[config.mk]
export PLATFORM = sky130hd
export DESIGN_NAME = lsu_rmw
export DESIGN_NICKNAME = d
export VERILOG_FILES = /design/src/rtl/lsu_pkg.sv /design/src/rtl/lsu_align.sv /design/src/rtl/lsu_rmw.sv
export SDC_FILE = /design/constraint.sdc
export NUM_CORES = 1
export LEC_CHECK = 0
export CORE_AREA = 10 10 134 136
export DETAILED_ROUTE_END_ITERATION = 10
export DIE_AREA = 0 0 144 146
export GPL_ROUTABILITY_DRIVEN = 0
export PLACE_DENSITY = 0.69
export SYNTH_ARGS = -nofsm -noshare
export SYNTH_HDL_FRONTEND = slang
export SYNTH_SLANG_ARGS = --single-unit
[constraint.sdc]
create_clock -name clk -period 1.8 [get_ports clk]
set_input_delay 0.27 -clock clk [delete_from_list [all_inputs] [get_ports clk]]
set_output_delay 0.27 -clock clk [all_outputs]
set_load 0.01 [all_outputs]
[src/rtl/lsu_pkg.sv]
// Shared types and helpers for the load/store unit: access size codes, FSM states and
// the alignment rule used at accept time.
package lsu_pkg;

  localparam logic [1:0] SZ_B = 2'b00;
  localparam logic [1:0] SZ_H = 2'b01;
  localparam logic [1:0] SZ_W = 2'b10;

  typedef enum logic [1:0] {
    StIdle,
    StRd,
    StWr
  } lsu_state_e;

  // Reserved size 2'b11 is rejected the same way as a misaligned access.
  function automatic logic is_misaligned(input logic [1:0] size, input logic [1:0] addr_lo);
    logic bad;
    case (size)
      SZ_B:    bad = 1'b0;
      SZ_H:    bad = addr_lo[0];
      SZ_W:    bad = (addr_lo != 2'b00);
      default: bad = 1'b1;
    endcase
    return bad;
  endfunction

endpackage

[src/rtl/lsu_align.sv]
// Combinational lane logic: load extract/extend and sub-word store merge into an old word.
module lsu_align
  import lsu_pkg::*;
(
  input  logic [31:0] i_word,
  input  logic [1:0]  i_addr_lo,
  input  logic [1:0]  i_size,
  input  logic        i_unsigned,
  input  logic [31:0] i_wdata,
  output logic [31:0] o_load_data,
  output logic [31:0] o_store_word
);

  logic [7:0]  w_byte;
  logic [15:0] w_half;

  always_comb begin
    w_byte = i_word[7:0];
    case (i_addr_lo)
      2'd0:    w_byte = i_word[7:0];
      2'd1:    w_byte = i_word[15:8];
      2'd2:    w_byte = i_word[23:16];
      default: w_byte = i_word[31:24];
    endcase
    w_half = i_addr_lo[1] ? i_word[31:16] : i_word[15:0];

    o_load_data = i_word;
    case (i_size)
      SZ_B:    o_load_data = {{24{~i_unsigned & w_byte[7]}}, w_byte};
      SZ_H:    o_load_data = {{16{~i_unsigned & w_half[15]}}, w_half};
      default: o_load_data = i_word;
    endcase
  end

  always_comb begin
    o_store_word = i_word;
    case (i_size)
      SZ_B: begin
        case (i_addr_lo)
          2'd0:    o_store_word[7:0]   = i_wdata[7:0];
          2'd1:    o_store_word[15:8]  = i_wdata[7:0];
          2'd2:    o_store_word[23:16] = i_wdata[7:0];
          default: o_store_word[31:24] = i_wdata[7:0];
        endcase
      end
      SZ_H: begin
        if (i_addr_lo[1]) o_store_word[31:16] = i_wdata[15:0];
        else              o_store_word[15:0]  = i_wdata[15:0];
      end
      default: o_store_word = i_wdata;
    endcase
  end

endmodule

[src/rtl/lsu_rmw.sv]
// Load/store unit for a word-only memory; sub-word stores run as read-modify-write.
// Define LSU_RANGE_CHECK_EN to reject addresses beyond DMEM_WORDS*4 instead of aliasing.
module lsu_rmw
  import lsu_pkg::*;
#(
  parameter int unsigned DMEM_WORDS = 256
) (
  input  logic        clk,
  input  logic        rst,
  input  logic        req_valid,
  output logic        req_ready,
  input  logic        req_we,
  input  logic [1:0]  req_size,
  input  logic        req_unsigned,
  input  logic [31:0] req_addr,
  input  logic [31:0] req_wdata,
  output logic        rsp_valid,
  output logic [31:0] rsp_rdata,
  output logic        rsp_err,
  output logic        mem_read,
  output logic        mem_write,
  output logic [31:0] mem_addr,
  output logic [31:0] mem_wdata,
  input  logic [31:0] mem_rdata
);

  if (DMEM_WORDS == 0) begin : g_depth_check
    $error("DMEM_WORDS must be nonzero");
  end

  lsu_state_e  r_state;
  lsu_state_e  w_next_state;
  logic [31:0] r_addr;
  logic [1:0]  r_size;
  logic        r_we;
  logic        r_unsigned;
  logic [31:0] r_wdata;
  logic        r_rsp_valid;
  logic [31:0] r_rsp_rdata;
  logic        r_rsp_err;
  logic        w_bad;
  logic [31:0] w_load_data;
  logic [31:0] w_store_word;

`ifdef LSU_RANGE_CHECK_EN
  localparam logic [31:0] AddrLimit = 32'(DMEM_WORDS * 4);
  assign w_bad = is_misaligned(req_size, req_addr[1:0]) || (req_addr >= AddrLimit);
`else
  assign w_bad = is_misaligned(req_size, req_addr[1:0]);
`endif

  lsu_align u_align (
    .i_word      (mem_rdata),
    .i_addr_lo   (r_addr[1:0]),
    .i_size      (r_size),
    .i_unsigned  (r_unsigned),
    .i_wdata     (r_wdata),
    .o_load_data (w_load_data),
    .o_store_word(w_store_word)
  );

  always_ff @(posedge clk) begin
    if (rst) r_state <= StIdle;
    else     r_state <= w_next_state;
  end

  // Memory strobes are gated with rst so a reset mid-sequence never lands a partial write.
  always_comb begin
    w_next_state = r_state;
    req_ready    = 1'b0;
    mem_read     = 1'b0;
    mem_write    = 1'b0;
    unique case (r_state)
      StIdle: begin
        req_ready = 1'b1;
        if (req_valid && !w_bad) begin
          w_next_state = (req_we && (req_size == SZ_W)) ? StWr : StRd;
        end
      end
      StRd: begin
        mem_read     = ~rst;
        w_next_state = r_we ? StWr : StIdle;
      end
      StWr: begin
        mem_write    = ~rst;
        w_next_state = StIdle;
      end
      default: w_next_state = StIdle;
    endcase
  end

  always_ff @(posedge clk) begin
    if (rst) begin
      r_addr      <= '0;
      r_size      <= '0;
      r_we        <= 1'b0;
      r_unsigned  <= 1'b0;
      r_wdata     <= '0;
      r_rsp_valid <= 1'b0;
      r_rsp_rdata <= '0;
      r_rsp_err   <= 1'b0;
    end else begin
      r_rsp_valid <= 1'b0;
      case (r_state)
        StIdle: begin
          if (req_valid) begin
            r_addr     <= req_addr;
            r_size     <= req_size;
            r_we       <= req_we;
            r_unsigned <= req_unsigned;
            r_wdata    <= req_wdata;
            if (w_bad) begin
              r_rsp_valid <= 1'b1;
              r_rsp_err   <= 1'b1;
              r_rsp_rdata <= '0;
            end
          end
        end
        StRd: begin
          if (r_we) begin
            r_wdata <= w_store_word;
          end else begin
            r_rsp_valid <= 1'b1;
            r_rsp_err   <= 1'b0;
            r_rsp_rdata <= w_load_data;
          end
        end
        StWr: begin
          r_rsp_valid <= 1'b1;
          r_rsp_err   <= 1'b0;
          r_rsp_rdata <= '0;
        end
        default: ;
      endcase
    end
  end

  assign mem_addr  = {r_addr[31:2], 2'b00};
  assign mem_wdata = r_wdata;
  assign rsp_valid = r_rsp_valid;
  assign rsp_rdata = r_rsp_rdata;
  assign rsp_err   = r_rsp_err;

endmodule

Yosys cells after proc, flatten, opt, wreduce, memory -nomap -nowiden:

Index checks and enable logic that the tools add are counted.

* register bits: 104
* bits in latches: 0
* RAM bits: 0
* ROM bits: 0
* input port bits: 103
* memories: 0

* $add $sub $neg: 0
* $mul: 0
* div/mod/pow operators: 0
* order comparisons: 0
* equal/unequal tests: 15
* shifts and indexed selects: 0
* multiplexer cells: 33
* bitwise gates (word level): 4
* reductions and logical operators: 16

Operator list (count)
* $pmux W32 S2: 3
* $mux W32: 5
* $pmux W32 S3: 1
* $mux W16: 3
* $mux W8: 4
* $pmux W8 S3: 1
* $ne A2 B2 Y1 const B: 5
* $mux W1: 9
* $pmux W1 S3: 3
* $eq A2 B1 Y1 const B: 4
* $logic_not A2 Y1: 4
* $reduce_and A4 Y1: 2
* $eq A2 B2 Y1 const B: 3
* $mux W2: 3
* $ne A3 B3 Y1 const B: 2
* $reduce_and A6 Y1: 1
* $reduce_and A5 Y1: 1
* $pmux W2 S2: 1
* $reduce_bool A2 Y1: 2
* $ne A3 B1 Y1 const B: 1
* $reduce_bool A3 Y1: 1
* $reduce_or A3 Y1: 1
* $and A1 B1 Y1: 2
* $logic_and A1 B1 Y1: 2
* other kinds (3): 4

Longest topological paths before layout:

* depth after elaboration: 6
* gate-level depth with buffers: 9
* gate-level depth less buffers: 6

Modules after synthesis:

Synthesis repeated with hierarchy kept, for this count alone.

* cell total of the unflattened synthesis: 693
* area total of the unflattened synthesis: 6075.8 sq um

Modules (own cells, without submodules)
* lsu_rmw: times used 1, cells an instance 442, area each 4147.7 sq um, seq. area each 2082.0 sq um
* lsu_align: times used 1, cells an instance 251, area each 1928.1 sq um, seq. area each 0.0 sq um

Least setup slack after synthesis:

Ideal clock, no wire load.

* path type: flip-flop to flip-flop
* start: register r_state[0]
* end: register r_wdata[10], in the netlist mem_wdata[10]
* setup time: 117 ps
* arrival time: 1749 ps
* data required time: 1683 ps
* path slack: -66 ps
* cell stages (with the launch flop): 9
* buffers on the path: 2
* clock period less this slack: 1866 ps
* cells stage by stage: dfxtp_1 -> inv_1 -> ha_1 -> mux2i_1 -> a21o_1 -> buf_6 -> o21ba_2 -> buf_2 -> a22o_1

* longest elaborated chain between the ends: 3
* elaborated cells between the ends (all ways): 9
* classes of those cells: 5 x eq/ne; 1 x mux; 3 x reduce/logical

Ends and longest elaborated chain
* start: declaration: RTL line lsu_rmw.sv:31 `lsu_state_e r_state;`
* start signal: assignment: RTL line lsu_rmw.sv:63 `if (rst) r_state <= StIdle;`
* start signal: assignment: RTL line lsu_rmw.sv:64 `else r_state <= w_next_state;`
* $eq A2 B1 Y1 / $logic_not A2 Y1 (equally long branches): RTL line lsu_rmw.sv:104 `case (r_state)`
* $ne A3 B1 Y1 (no line), or another cell as far along
* $reduce_and A5 Y1 (no line)
* end signal: assignment: RTL line lsu_rmw.sv:111 `r_wdata <= req_wdata;`
* end signal: assignment: RTL line lsu_rmw.sv:121 `r_wdata <= w_store_word;`
* end: declaration: RTL line lsu_rmw.sv:37 `logic [31:0] r_wdata;`

Several ways; a longest one is shown, not always the timed one.
A chain may end at the register's enable or synchronous reset.

Final worst setup path:

* start: register r_state[1]
* end: register r_wdata[6], in the netlist mem_wdata[6]

* longest elaborated chain between the ends: 3
* elaborated cells between the ends (all ways): 10
* classes of those cells: 6 x eq/ne; 1 x mux; 3 x reduce/logical

Ends and longest elaborated chain (RTL line)
* $eq A2 B1 Y1 / $logic_not A2 Y1 (equally long branches): lsu_rmw.sv:104
* $ne A3 B1 Y1 (no line), or another cell as far along
* $reduce_and A6 Y1 (no line)

Several ways; a longest one is shown, not always the timed one.

==> summary.md <==
| Metric | Value |
|---|---|
| Drt pass-1 iters | 5 |
| Detailed placement HPWL | 15160 microns |
| Clock sink count | 104 |
| Die width | 144 microns |
| Crit-path max FO | 14 |
| Post-Synthesis Cells | 632 |
| Slew margin rel. | 67.56% |
| Most common cell after layout, fill and taps aside | clkdlybuf4s50_1 |
| Initial antenna violation count | 0 |
| Worst Tran Pin Value | 473.1 ps |
| Routed Antenna Nets | 0 |
| First-pass GRT wire length | 30130 microns |
| Endpoints failing hold | 0 |
| Io pins | 204 |
| VDD IR-drop max | 0.4398 mV |
| MaxCap Viol Count | 0 |
| PD cells | 829.1 nW/um^2 |
| TritonCTS Buffers | 9 |
| Rows | 46 |
| Commonest non-fill, non-tap cells in the layout | clkdlybuf4s50_1 (197), dfxtp_1 (102), nand2_1 (86) |
| Util after Layout | 53.23% |
| Critical path class | reg2reg |
| Max frequency | 578.2 MHz |
| WP buf/inv | 3 |
| Syn avg cell area | 8.531 sq um |
| Setup TNS | 0 ps |
| Asr flop ratio synth | 0% |
| PortBufs | 201 |
| Synth cell types | 53 |
| Crit-path cells | inv_2, ha_4, buf_8, nor3b_4, a221oi_4, buf_12, nor2_1, a211oi_1 |
| Vias in the first global route | 5428 |
| Synth warn | 0 |
| Nets | 937 |
| Die area | 21020 sq um |
| CTS root buffer | clkbuf_16 |
| Die Height | 146 microns |
| Register area share after synthesis | 38.62% |
| CP top delay family | compound AO/OA/AOI/OAI gates |
| Routed WL per cell | 19.66 microns |
| Outcome | completed |
| Slowest cell on the critical path | dfxtp_2 |
| Post-DR vias/cell | 5.366 |
| Setup Skew | 10.73 ps |
| CTS Hold Buffers Added | 0 |
| H-tree depth | 3 |
| Ant. Diodes | 0 |
| Met3 capacity usage during global routing | 7.768% |
| Period utilization | 96.08% |
| Clock slew at reported path FFs | 70 ps |
| Max-slew violations | 0 |
| CORE AREA | 15480 sq um |
| Detailed-route via count | 5511 |
| Clk_lat worst skew | 350 ps |
| Grt total ovfl | 0 |
| HP Class | in2reg |
| Iter 0 DRT Violations | 396 |
| Final setup viols | 0 |
| Post-Route WL | 20190 microns |
| Share of layout cells above drive strength 1 | 17.25% |
| M2 GR Usage | 28.33% |
| FF/Latch Area | 2087 sq um |
| Critical Path End Type | flop |
| Pre-CTS setup slack | -267.9 ps |
| Clock buffer depth | 2 |
| FF+latch count, synth | 104 |
| WP data arrival | 2000 ps |
| CTS tree | built |
| Busiest grt layer | met2 |
| Starting Density | 34.82% |
| Ys flop type | dfxtp_1 |
| Final hold slack | 239.5 ps |
| Final min period | 1729 ps |
| Unrepaired setup endpoints after global routing | false |
| Area growth, synth to finish | 52.87% |
| Startpoint Class | flop |
| Req. time, crit path | 2070 ps |
| Grt met1 use | 21.38% |
| Area occupied by multi-input gates | 2917 sq um |
| CP peak stage delay | 340 ps |
| Setup ws final | 70.52 ps |
| Post-synth EDFFs | 0 |
| GRT Util Overall | 18.13% |
| # DRC | 0 |
| Fillcell total | 1395 |
| Post-synthesis instance area | 5391 sq um |
| Pin count of the biggest net entering global routing | 47 |
| LEAKAGE | 3.084 nW |
==> path summary, 6_finish.rpt <==
| path | from | to | slack (ps) | cells after the start |
|---|---|---|---|---|
| max | r_state[1] | mem_wdata[6] | 70 | 8 |
| min | rst | r_we | 240 | 2 |
| max reg2reg | r_state[1] | mem_wdata[6] | 70 | 8 |
| min reg2reg | r_addr[2] | r_addr[2] | 450 | 2 |
==> registers in the layout, indices dropped and copies added, names as in the netlist <==
signal and flops:
mem_wdata 32, r_we 1, r_unsigned 1, rsp_err 1, rsp_rdata 32, r_state 2
rsp_valid 1, r_size 2, r_addr 32
==> synthesized netlist by cell type (all sizes together) (10+ instances only) <==
master | n | area share [%]
clkbuf | 34 | 2.4
mux2 | 11 | 2.3
nand3b | 16 | 2.2
a32o | 10 | 1.9
dfxtp | 104 | 39
buf | 55 | 6.9
a22o | 26 | 4.2
nand2b | 30 | 3.5
nor3 | 12 | 1.2
mux2i | 11 | 2.0
o21ai | 20 | 1.9
a211oi | 17 | 2.4
a21oi | 48 | 4.5
nand2 | 86 | 6.0
nor2 | 38 | 2.6
==> routing by layer <==
metal / wire length (microns) / share of wire (%)
met4: 645 / 3.2
met1: 8006 / 40
met3: 2389 / 12
met5: 0 / 0
met2: 9146 / 45
==> cell type report <==
type	instances	area share, %
Multi-Input combinational cell	434	35.39
Timing Repair Buffer	275	32.41
Sequential cell	104	25.32
Tap cell	192	2.915
Clock buffer	9	2.733
Clock inverter	7	0.9564
Inverter	6	0.2733
==> where the power goes <==
part | switching, mW | internal [mW]
Sequential | 0.157 | 2.51
Combinational | 1.02 | 1.11
Clock | 0.954 | 1.09
Total | 2.13 | 4.71
==> kinds of logic after synthesis <==
group	Yosys count	synth area share (%)
other	1	0.06955
adders and majority gates	4	0.9283
buffers and inverters	95	9.654
DFF	104	38.62
muxes	22	4.340
AOI/OAI and AO/OA	191	26.87
and+or+nand+nor	215	19.52
==> worst reg2reg max path: cells and delay by family (launching register included) <==
family	cells	cell delay, ps
flops	1	340
fa+ha+maj	1	190
simple gates	2	200
compound gates	2	540
buf+inv	3	380
==> stage by stage <==
stage          power [mW]  std cells  area, sq um
3_3_place_gp        4.691       1006         7730
3_5_place_dp        4.710       1006         7730
4_1_cts             6.771       1022         8075
2_1_floorplan       3.684        633         5398
6_report            6.833       1027         8242
5_1_grt             7.144       1027         8242
==> what timing repair did <==
item                       CTS  global route
gates cloned                 0             3
pin swaps                    0             2
setup buffers                0             2
setup endpoints to repair   50            64
gates resized for setup     12            25
No activity file was read; power rests on OpenSTA's default activity.
